--- config.mk ---
export PLATFORM = sky130hd
export DESIGN_NAME = reduce_gate_seq
export DESIGN_NICKNAME = d
export VERILOG_FILES = /design/src/rtl/reduce_pkg.sv /design/src/rtl/reduce_gate_seq_chunk.sv /design/src/rtl/reduce_gate_seq.sv
export SDC_FILE = /design/constraint.sdc
export NUM_CORES = 1
export LEC_CHECK = 0
export ABC_AREA = 1
export CORE_MARGIN = 1
export CORE_UTILIZATION = 47
export DETAILED_ROUTE_END_ITERATION = 10
export PLACE_DENSITY = 0.76
export SYNTH_ARGS = -nofsm -noshare
export SYNTH_HDL_FRONTEND = slang
export SYNTH_SLANG_ARGS = --single-unit
--- constraint.sdc ---
create_clock -name clk_i -period 1.6 [get_ports clk_i]
set_clock_uncertainty 0.05 [all_clocks]
set_input_delay 0.24 -clock clk_i [delete_from_list [all_inputs] [get_ports clk_i]]
set_output_delay 0.24 -clock clk_i [all_outputs]
set_load 0.01 [all_outputs]
--- src/rtl/reduce_pkg.sv ---
`default_nettype none
// +--------------------------------------------------------------------+
// | reduce_pkg : shared types and helpers for the sequential reducer   |
// | Rev 1.0                                                            |
// +--------------------------------------------------------------------+
package reduce_pkg;

  typedef enum logic [1:0] {
    MODE_OR   = 2'b00,
    MODE_NOR  = 2'b01,
    MODE_AND  = 2'b10,
    MODE_NAND = 2'b11
  } mode_e;

  typedef enum logic [1:0] {
    IDLE   = 2'b00,
    REDUCE = 2'b01,
    DONE   = 2'b10
  } state_e;

  // AND-family modes start from 1 and are decided by a 0; OR-family the reverse.
  function automatic logic identity(input mode_e m);
    return m[1];
  endfunction

  function automatic logic dominant(input mode_e m);
    return ~m[1];
  endfunction

  function automatic logic inverts(input mode_e m);
    return m[0];
  endfunction

endpackage
`default_nettype wire

--- src/rtl/reduce_gate_seq_chunk.sv ---
`default_nettype none
// +--------------------------------------------------------------------+
// | reduce_chunk : combinational K-bit OR/AND reduction of one chunk   |
// | Rev 1.0                                                            |
// +--------------------------------------------------------------------+
module reduce_chunk
  import reduce_pkg::*;
#(
  parameter int K = 3
) (
  input  logic [K-1:0] chunk_i,
  input  mode_e        mode_i,
  output logic         red_o
);

  // Output inversion for NOR/NAND is applied once at the result, not per chunk.
  assign red_o = identity(mode_i) ? (&chunk_i) : (|chunk_i);

endmodule
`default_nettype wire

--- src/rtl/reduce_gate_seq.sv ---
`default_nettype none
// +--------------------------------------------------------------------+
// | reduce_gate_seq : multi-cycle N-bit OR/NOR/AND/NAND reduction gate |
// | Rev 1.0                                                            |
// +--------------------------------------------------------------------+
module reduce_gate_seq
  import reduce_pkg::*;
#(
  parameter int N          = 7,
  parameter int K          = 3,
  parameter bit EARLY_EXIT = 1'b0,
  localparam int C         = (N + K - 1) / K,
  localparam int CW        = $clog2(C + 1)
) (
  input  logic          clk_i,
  input  logic          rst_i,
  input  logic [N-1:0]  data_i,
  input  logic [1:0]    mode_i,
  input  logic          in_valid_i,
  output logic          in_ready_o,
  output logic          y_o,
  output logic [CW-1:0] count_o,
  output logic          out_valid_o,
  input  logic          out_ready_i
);

  localparam int            PW     = C * K;
  localparam logic [CW-1:0] C_LAST = CW'(C);

  state_e          state_q, state_d;
  mode_e           mode_q, mode_d;
  logic [PW-1:0]   shreg_q, shreg_d;
  logic            acc_q, acc_d;
  logic [CW-1:0]   cnt_q, cnt_d;
  logic            chunk_red;
  logic            acc_new;
  logic [CW-1:0]   cnt_inc;
  mode_e           mode_in;

  assign mode_in = mode_e'(mode_i);

  reduce_chunk #(.K(K)) u_chunk (
    .chunk_i (shreg_q[K-1:0]),
    .mode_i  (mode_q),
    .red_o   (chunk_red)
  );

  // The accumulator only ever moves from identity to dominant, never back.
  assign acc_new = (chunk_red == dominant(mode_q)) ? chunk_red : acc_q;
  assign cnt_inc = cnt_q + CW'(1);

  always_ff @(posedge clk_i) begin
    if (rst_i) begin
      state_q <= IDLE;
      mode_q  <= MODE_OR;
      shreg_q <= '0;
      acc_q   <= 1'b0;
      cnt_q   <= '0;
    end else begin
      state_q <= state_d;
      mode_q  <= mode_d;
      shreg_q <= shreg_d;
      acc_q   <= acc_d;
      cnt_q   <= cnt_d;
    end
  end

  always_comb begin
    state_d = state_q;
    mode_d  = mode_q;
    shreg_d = shreg_q;
    acc_d   = acc_q;
    cnt_d   = cnt_q;
    case (state_q)
      IDLE: begin
        if (in_valid_i) begin
          // Bits above N are pre-filled with identity so the last chunk pads itself.
          mode_d            = mode_in;
          shreg_d           = {PW{identity(mode_in)}};
          shreg_d[N-1:0]    = data_i;
          acc_d             = identity(mode_in);
          cnt_d             = '0;
          state_d           = REDUCE;
        end
      end
      REDUCE: begin
        shreg_d = shreg_q >> K;
        acc_d   = acc_new;
        cnt_d   = cnt_inc;
        if ((cnt_inc == C_LAST) || (EARLY_EXIT && (acc_new == dominant(mode_q)))) begin
          state_d = DONE;
        end
      end
      DONE: begin
        if (out_ready_i) begin
          state_d = IDLE;
        end
      end
      default: state_d = IDLE;
    endcase
  end

  assign in_ready_o  = (state_q == IDLE);
  assign out_valid_o = (state_q == DONE);
  assign y_o         = out_valid_o ? (acc_q ^ inverts(mode_q)) : 1'b0;
  assign count_o     = out_valid_o ? cnt_q : '0;

endmodule
`default_nettype wire

==> out/summary.txt, run 1 <==
slew margin rel. -> 80.6%
Buf+Inv Stages, Crit Path -> 4
fin. max-slew vios -> 0
post-synth top area share -> 39.7%
CP Class -> flip-flop to primary output
status -> finished clean
data required time of the worst path -> 1310 ps
Starting DRT DRC Count -> 8
antenna-violating nets left -> 0
Filler Cell Count -> 161
first-pass GRT wire length -> 2.65 mm
Worst R2R Path Depth -> 7
Detailed Routing Iterations Pass 1 -> 4
Cell Chain, Critical Path -> inv_1 > buf_4 > nand2_2 > inv_1 > dlygate4sd2_1
largest net degree at the start of global routing -> 13
Via Count -> 740
Worst R2R Start -> state_q[1]$_SDFFE_PP0P_
Final Hold Viols -> 0
area grow syn2layout -> 28.3%
Core Area -> 1510 um2
Die Width -> 42.1 um
Crit. End Element -> primary output
ys flop type -> dfxtp_1
final setup vio count -> 0
CTS tree -> yes
postcts setup bufs -> 0
FF+latch count, synth -> 15
area leader, netlist -> dfxtp_1
Max clock buf depth -> 2
WHS Endpoint -> shreg_q[3]$_SDFFE_PP0P_
cell repeated most along the worst path -> inv_1
met1 Use GR -> 25.1%
WL final -> 1.57 mm
CP max FO -> 2
die area -> 1770 um2
Synth area leaders -> dfxtp_1, nand2_1, inv_1
cell family with most CP delay -> buffers and inverters
htree depth -> 1
Mapped Nets -> 127
Hold Crit Class -> flip-flop to flip-flop
ANT cells -> 0
row count -> 14
Via density -> 4.90
max incr delay on CP -> 350 ps
final non-filler cell total -> 151
root buf cell -> clkbuf_4
total power -> 0.815 mW
ys async rst share -> 0%
Final min period -> 1540 ps
HPWL Detailed -> 1.10 mm
clock sinks -> 15
Initial Utilization -> 50.2%
GR Util met3 -> 2.59%
Clk Latency, worst-skew pair -> 290 ps
CP Launch Type -> flip-flop
Num CTS Buffers -> 3
Placer Congestion -> 0.776
Worst Path Arrival -> 1250 ps
FMAX -> 0.651 GHz
Max VDD drop -> 0.552 mV
mapped cell area -> 756 um2
Crit-path slowest cell -> dfxtp_1
share of layout cells above drive strength 1 -> 11.1%
cells after synthesis -> 113
Top Ports -> 18
number of enable flip-flop cells after synthesis -> 0
Placed Cells -> 147
IO Port Bufs -> 17
average size of a mapped cell -> 6.69 um2
Avg WL per Cell -> 10.4 um
synth unique cells -> 18
GRT met2 Usage -> 32.2%
max-cap check violation count -> 0
Yosys Warn Count -> 0
Total GRT Usage -> 20.1%
vias in the first global route -> 621
clock slew at reported path FFs -> 90 ps
Min Hold Slack -> 406 ps
Final period util -> 95.9%
reg-to-reg slack, setup -> 300 ps
# DRC -> 0
global route overflow -> 0
Power Dens Cells -> 841 nW/um2
Top Usage Layer GRT -> met2
Die Span Y -> 42.1 um
nets -> 150
Worst Tran Pin Value -> 291 ps
Hold Path Stages -> 2
Reg-to-Reg End -> shreg_q[3]$_SDFFE_PP0P_
hold path start -> shreg_q[3]$_SDFFE_PP0P_
sequential area share after synthesis -> 39.7%
static leakage -> 0.443 nW
initial antenna violation count -> 0
[worst reg2reg max path, delay by kind of cell, from the launching register on]
kind,cells,cell delay [ps]
buf+inv,2,210
compound gates,2,260
simple gates,3,370
flops,1,350
[worst max path at each step]
| stage | start | end | slack [ps] | depth (start not counted) |
|---|---|---|---|---|
| floorplan | state_q[1]$_SDFFE_PP0P_ | y_o | 310 | 4 |
| global route | state_q[1]$_SDFFE_PP0P_ | count_o[1] | -40 | 5 |
| detailed placement | state_q[1]$_SDFFE_PP0P_ | y_o | 30 | 5 |
| CTS | state_q[1]$_SDFFE_PP0P_ | y_o | 10 | 5 |
| finish | state_q[1]$_SDFFE_PP0P_ | in_ready_o | 60 | 5 |
| global placement | state_q[1]$_SDFFE_PP0P_ | y_o | 70 | 5 |
[flip-flops by register name, summed over array words and instances, names as in the netlist]
name	count
mode_q	2
cnt_q	2
acc_q	1
state_q	2
shreg_q	8
[Yosys cell counts, types with 2 or more instances]
cell type and count:
a21oi_1 10, a31oi_1 2, dfxtp_1 15, inv_1 16, nand2_1 35, nand3_1 3, nor2_1 12, nor2_4 3
o21ai_0 8
[routing by layer]
metal,vias up,share of wire [%]
met5,-,0
met4,0,2.5
met3,5,4.1
met2,19,48
met1,326,46
li1,390,-
[what timing repair did]
| item | in CTS | in global routing |
|---|---|---|
| setup endpoints to repair | 5 | 3 |
| pin swaps | 0 | 0 |
| endpoints found under the hold margin | 0 | 0 |
| hold buffers | 0 | 0 |
| gates resized for setup | 6 | 5 |
[metrics by stage]
| stage | util [%] | TNS (ps) | instance area, um2 | worst slack (ps) |
|---|---|---|---|---|
| floorplan | - | 0 | 756 | 309 |
| global placement | 63.3 | 0 | 953 | 65.4 |
| detailed placement | 63.3 | 0 | 953 | 31.2 |
| CTS | 64.7 | 0 | 975 | 12.3 |
| global route | 64.4 | -48.5 | 970 | -38.1 |
| finish | 64.4 | 0 | 970 | 65.0 |
[power by group]
part	switching [mW]	internal [mW]	total (mW)	leakage, nW
Clock	0.126	0.0971	0.223	0.0150
Combinational	0.0942	0.0776	0.172	0.305
Sequential	0.0175	0.403	0.421	0.124
[cell families after synthesis]
kind of cell | share of synthesized area (%)
AO/OA/AOI/OAI | 14.6
buffers and inverters | 10.9
AND/OR/NAND/NOR | 33.1
flip-flops | 39.7
adder cells (fa/ha/maj) | 1.66
[layout make-up]
class	instances	area (um2)	share of cell area (%)
Multi-Input combinational cell	79	375	38.7
Clock buffer	4	26.3	2.71
Sequential cell	15	300	31.0
Timing Repair Buffer	21	188	19.4
Tap cell	16	20.0	2.06
Inverter	16	60.1	6.19
[cell usage in the layout (no fill, tap or decap), types with 2 or more instances in the layout]
master	instances
clkbuf_2	2
a21oi_1	10
o21ai_0	8
buf_4	4
nor2_1	11
dfxtp_1	15
dlygate4sd2_1	2
nand3_1	3
inv_1	16
clkdlybuf4s50_1	12
a31oi_1	2
clkbuf_4	3
nor2_4	3
nand2_1	35
No activity file was read; power rests on OpenSTA's default activity.
==> inputs of run 2 (changes only) <==
--- a/config.mk
+++ b/config.mk
@@ -9,7 +9,9 @@
 export CORE_MARGIN = 1
 export CORE_UTILIZATION = 47
 export DETAILED_ROUTE_END_ITERATION = 10
+export GPL_TIMING_DRIVEN = 0
 export PLACE_DENSITY = 0.76
+export SLEW_MARGIN = 40
 export SYNTH_ARGS = -nofsm -noshare
 export SYNTH_HDL_FRONTEND = slang
 export SYNTH_SLANG_ARGS = --single-unit
==> run 2 against run 1 <==
  * Flip-flop and latch count is the same
  * Global-route usage shrank 1.1 points
  * Highest routed layer unchanged
  * Via count grew 0.95%
  * Non-clock buffer count shrank 2
  * Power shrank 1.1%
  * Largest cell class unchanged
  * Cell count shrank 1.3%
  * Clock power shrank 6%
==> out/summary.txt, run 2 (synthesized netlist as in run 1, its figures left out) <==
Detailed Routing Iterations Pass 1 -> 4 (unchanged)
global route overflow -> 0 (unchanged)
total power -> 0.807 mW (was 0.815 mW)
max-cap check violation count -> 0 (unchanged)
Clk Latency, worst-skew pair -> 280 ps (was 290 ps)
HPWL Detailed -> 1.15 mm (was 1.10 mm)
CP Launch Type -> flip-flop (unchanged)
Max clock buf depth -> 2 (unchanged)
Crit. End Element -> primary output (unchanged)
Hold Crit Class -> input port to flip-flop (was flip-flop to flip-flop)
Top Ports -> 18 (unchanged)
vias in the first global route -> 684 (was 621)
Via Count -> 747 (was 740)
data required time of the worst path -> 1310 ps (about the same)
CTS tree -> yes (unchanged)
area grow syn2layout -> 26.2% (was 28.3%)
Initial Utilization -> 50.2% (unchanged)
Core Area -> 1510 um2 (unchanged)
Worst R2R Path Depth -> 8 (was 7)
share of layout cells above drive strength 1 -> 12.8% (was 11.1%)
Min Hold Slack -> 306 ps (was 406 ps)
root buf cell -> clkbuf_4 (unchanged)
Total GRT Usage -> 19.1% (was 20.1%)
# DRC -> 0 (unchanged)
Avg WL per Cell -> 10.3 um (was 10.4 um)
max incr delay on CP -> 420 ps (was 350 ps)
post-route cell area -> 953 um2 (was 970 um2)
Starting DRT DRC Count -> 13 (was 8)
first-pass GRT wire length -> 2.61 mm (was 2.65 mm)
RSZ-0062 raised after global routing -> false
Final Hold Viols -> 0 (unchanged)
Biggest register -> shreg_q (unchanged)
ANT cells -> 0 (unchanged)
Crit-path slowest cell -> dfxtp_1 (unchanged)
CP Class -> flip-flop to primary output (unchanged)
htree depth -> 1 (unchanged)
static leakage -> 0.434 nW (was 0.443 nW)
Worst R2R Start -> state_q[0]$_SDFFE_PP0P_ (was state_q[1]$_SDFFE_PP0P_)
final setup vio count -> 0 (unchanged)
Worst Path Arrival -> 1170 ps (was 1250 ps)
DP Area -> 936 um2 (was 953 um2)
Cell Chain, Critical Path -> inv_2 > nand2_2 > inv_1 > dlygate4sd2_1 (was inv_1 > buf_4 > nand2_2 > inv_1 > dlygate4sd2_1)
Power Dens Cells -> 846 nW/um2 (was 841 nW/um2)
row count -> 14 (unchanged)
antenna-violating nets left -> 0 (unchanged)
WL final -> 1.53 mm (was 1.57 mm)
IO Port Bufs -> 16 (was 17)
Largest register FFs -> 8 (unchanged)
most common cell after layout, fill and taps aside -> nand2_1 (unchanged)
nets -> 148 (was 150)
Num CTS Buffers -> 3 (unchanged)
Final min period -> 1460 ps (was 1540 ps)
Max VDD drop -> 0.608 mV (was 0.552 mV)
clock sinks -> 15 (unchanged)
commonest cells after routing, fill and taps aside -> nand2_1, inv_1, dfxtp_1 (unchanged)
slew margin rel. -> 71.5% (was 80.6%)
reg-to-reg slack, setup -> 330 ps (was 300 ps)
clock slew at reported path FFs -> 80 ps (was 90 ps)
Final period util -> 91.2% (was 95.9%)
die area -> 1770 um2 (unchanged)
hold path start -> rst_i (was shreg_q[3]$_SDFFE_PP0P_)
FMAX -> 0.685 GHz (was 0.651 GHz)
Hold Path Stages -> 2 (unchanged)
CP max FO -> 3 (was 2)
largest net degree at the start of global routing -> 11 (was 13)
Die Span Y -> 42.1 um (unchanged)
status -> finished clean (unchanged)
Via density -> 5.01 (was 4.90)
Reg-to-Reg End -> acc_q$_SDFFE_PP0P_ (was shreg_q[3]$_SDFFE_PP0P_)
initial antenna violation count -> 0 (unchanged)
Post-CTS Hold Fix Bufs -> 0 (unchanged)
Die Width -> 42.1 um (unchanged)
Worst Tran Pin Value -> 428 ps (was 291 ps)
fin. max-slew vios -> 0 (unchanged)
Placer Congestion -> 0.737 (was 0.776)
WHS Endpoint -> cnt_q[1]$_SDFFE_PP0P_ (was shreg_q[3]$_SDFFE_PP0P_)
## run 2: changes by cell type in the layout (fill, tap and decap cells not counted)
| cell | previous run | this run |
|---|---|---|
| clkdlybuf4s50_1 | 12 | 11 |
| clkdlybuf4s15_1 | 1 | 0 |
| dfxtp_1 | 15 | 14 |
| buf_6 | 0 | 1 |
| inv_1 | 16 | 14 |
| inv_2 | 0 | 2 |
| clkbuf_1 | 1 | 2 |
| nor2_2 | 1 | 0 |
| dfxtp_2 | 0 | 1 |
| buf_2 | 0 | 1 |
| nor2_4 | 3 | 4 |
| buf_4 | 4 | 1 |
## run 2: where the power goes
group / switching [mW] / internal, mW / leakage (nW) / total, mW
Clock: 0.112 / 0.0967 / 0.0150 / 0.209
Sequential: 0.0193 / 0.404 / 0.124 / 0.423
Combinational: 0.0959 / 0.0795 / 0.295 / 0.175
Total: 0.227 / 0.580 / 0.434 / 0.807
## run 2: worst max-delay path by stage
stage | from | to | slack (ps)
after floorplan | state_q[1]$_SDFFE_PP0P_ | y_o | 310
after global placement | state_q[1]$_SDFFE_PP0P_ | y_o | -40
after detailed placement | state_q[1]$_SDFFE_PP0P_ | y_o | -130
after CTS | state_q[1]$_SDFFE_PP0P_ | y_o | -20
after global routing | state_q[1]$_SDFFE_PP0P_ | y_o | 30
final | state_q[0]$_SDFFE_PP0P_ | in_ready_o | 140
## run 2: repair_timing
action                                  4_1_cts  5_1_grt
endpoints found under the setup margin        5        3
setup buffers                                 0        0
gates resized for setup                      10        7
pin swaps                                     0        0
## run 2: stage by stage
stage	worst slack, ps	TNS [ps]	util (%)	std cells
final	141	0	63.3	149
after global routing	33.2	0	63.3	149
after CTS	-16.8	-16.8	63.9	149
after detailed placement	-134	-243	62.1	145
after global placement	-42.9	-42.9	62.1	145
after floorplan	309	0	-	113
## run 2: per-layer routing
metal / GRT usage [%] / vias up / wire, um
met2: 34.1 / 26 / 710
met4: 10.6 / 0 / 42
li1: - / 389 / -
met3: 3.88 / 7 / 94
met1: 20.9 / 325 / 681
met5: 0 / - / 0
## run 2: final cells by class
class	instances	area (um2)
Buffer	3	22.5
Sequential cell	15	302
Fill cell	149	553
Inverter	16	60.1
Timing Repair Buffer	16	143
Tap cell	16	20.0
Clock buffer	4	26.3
Multi-Input combinational cell	79	380
## run 2: worst max-delay path: cells and delay by family, from the launching register on
family / cells / cell delay, ps
buffers and inverters: 3 / 390
and+or+nand+nor: 1 / 90
DFF: 1 / 420
==> inputs of run 3 (changes only) <==
--- a/config.mk
+++ b/config.mk
@@ -15,3 +15,4 @@
 export SYNTH_ARGS = -nofsm -noshare
 export SYNTH_HDL_FRONTEND = slang
 export SYNTH_SLANG_ARGS = --single-unit
+export TNS_END_PERCENT = 5
==> results of run 3 <==
The final DEF is identical to that of run 2; final timing and power are the same.
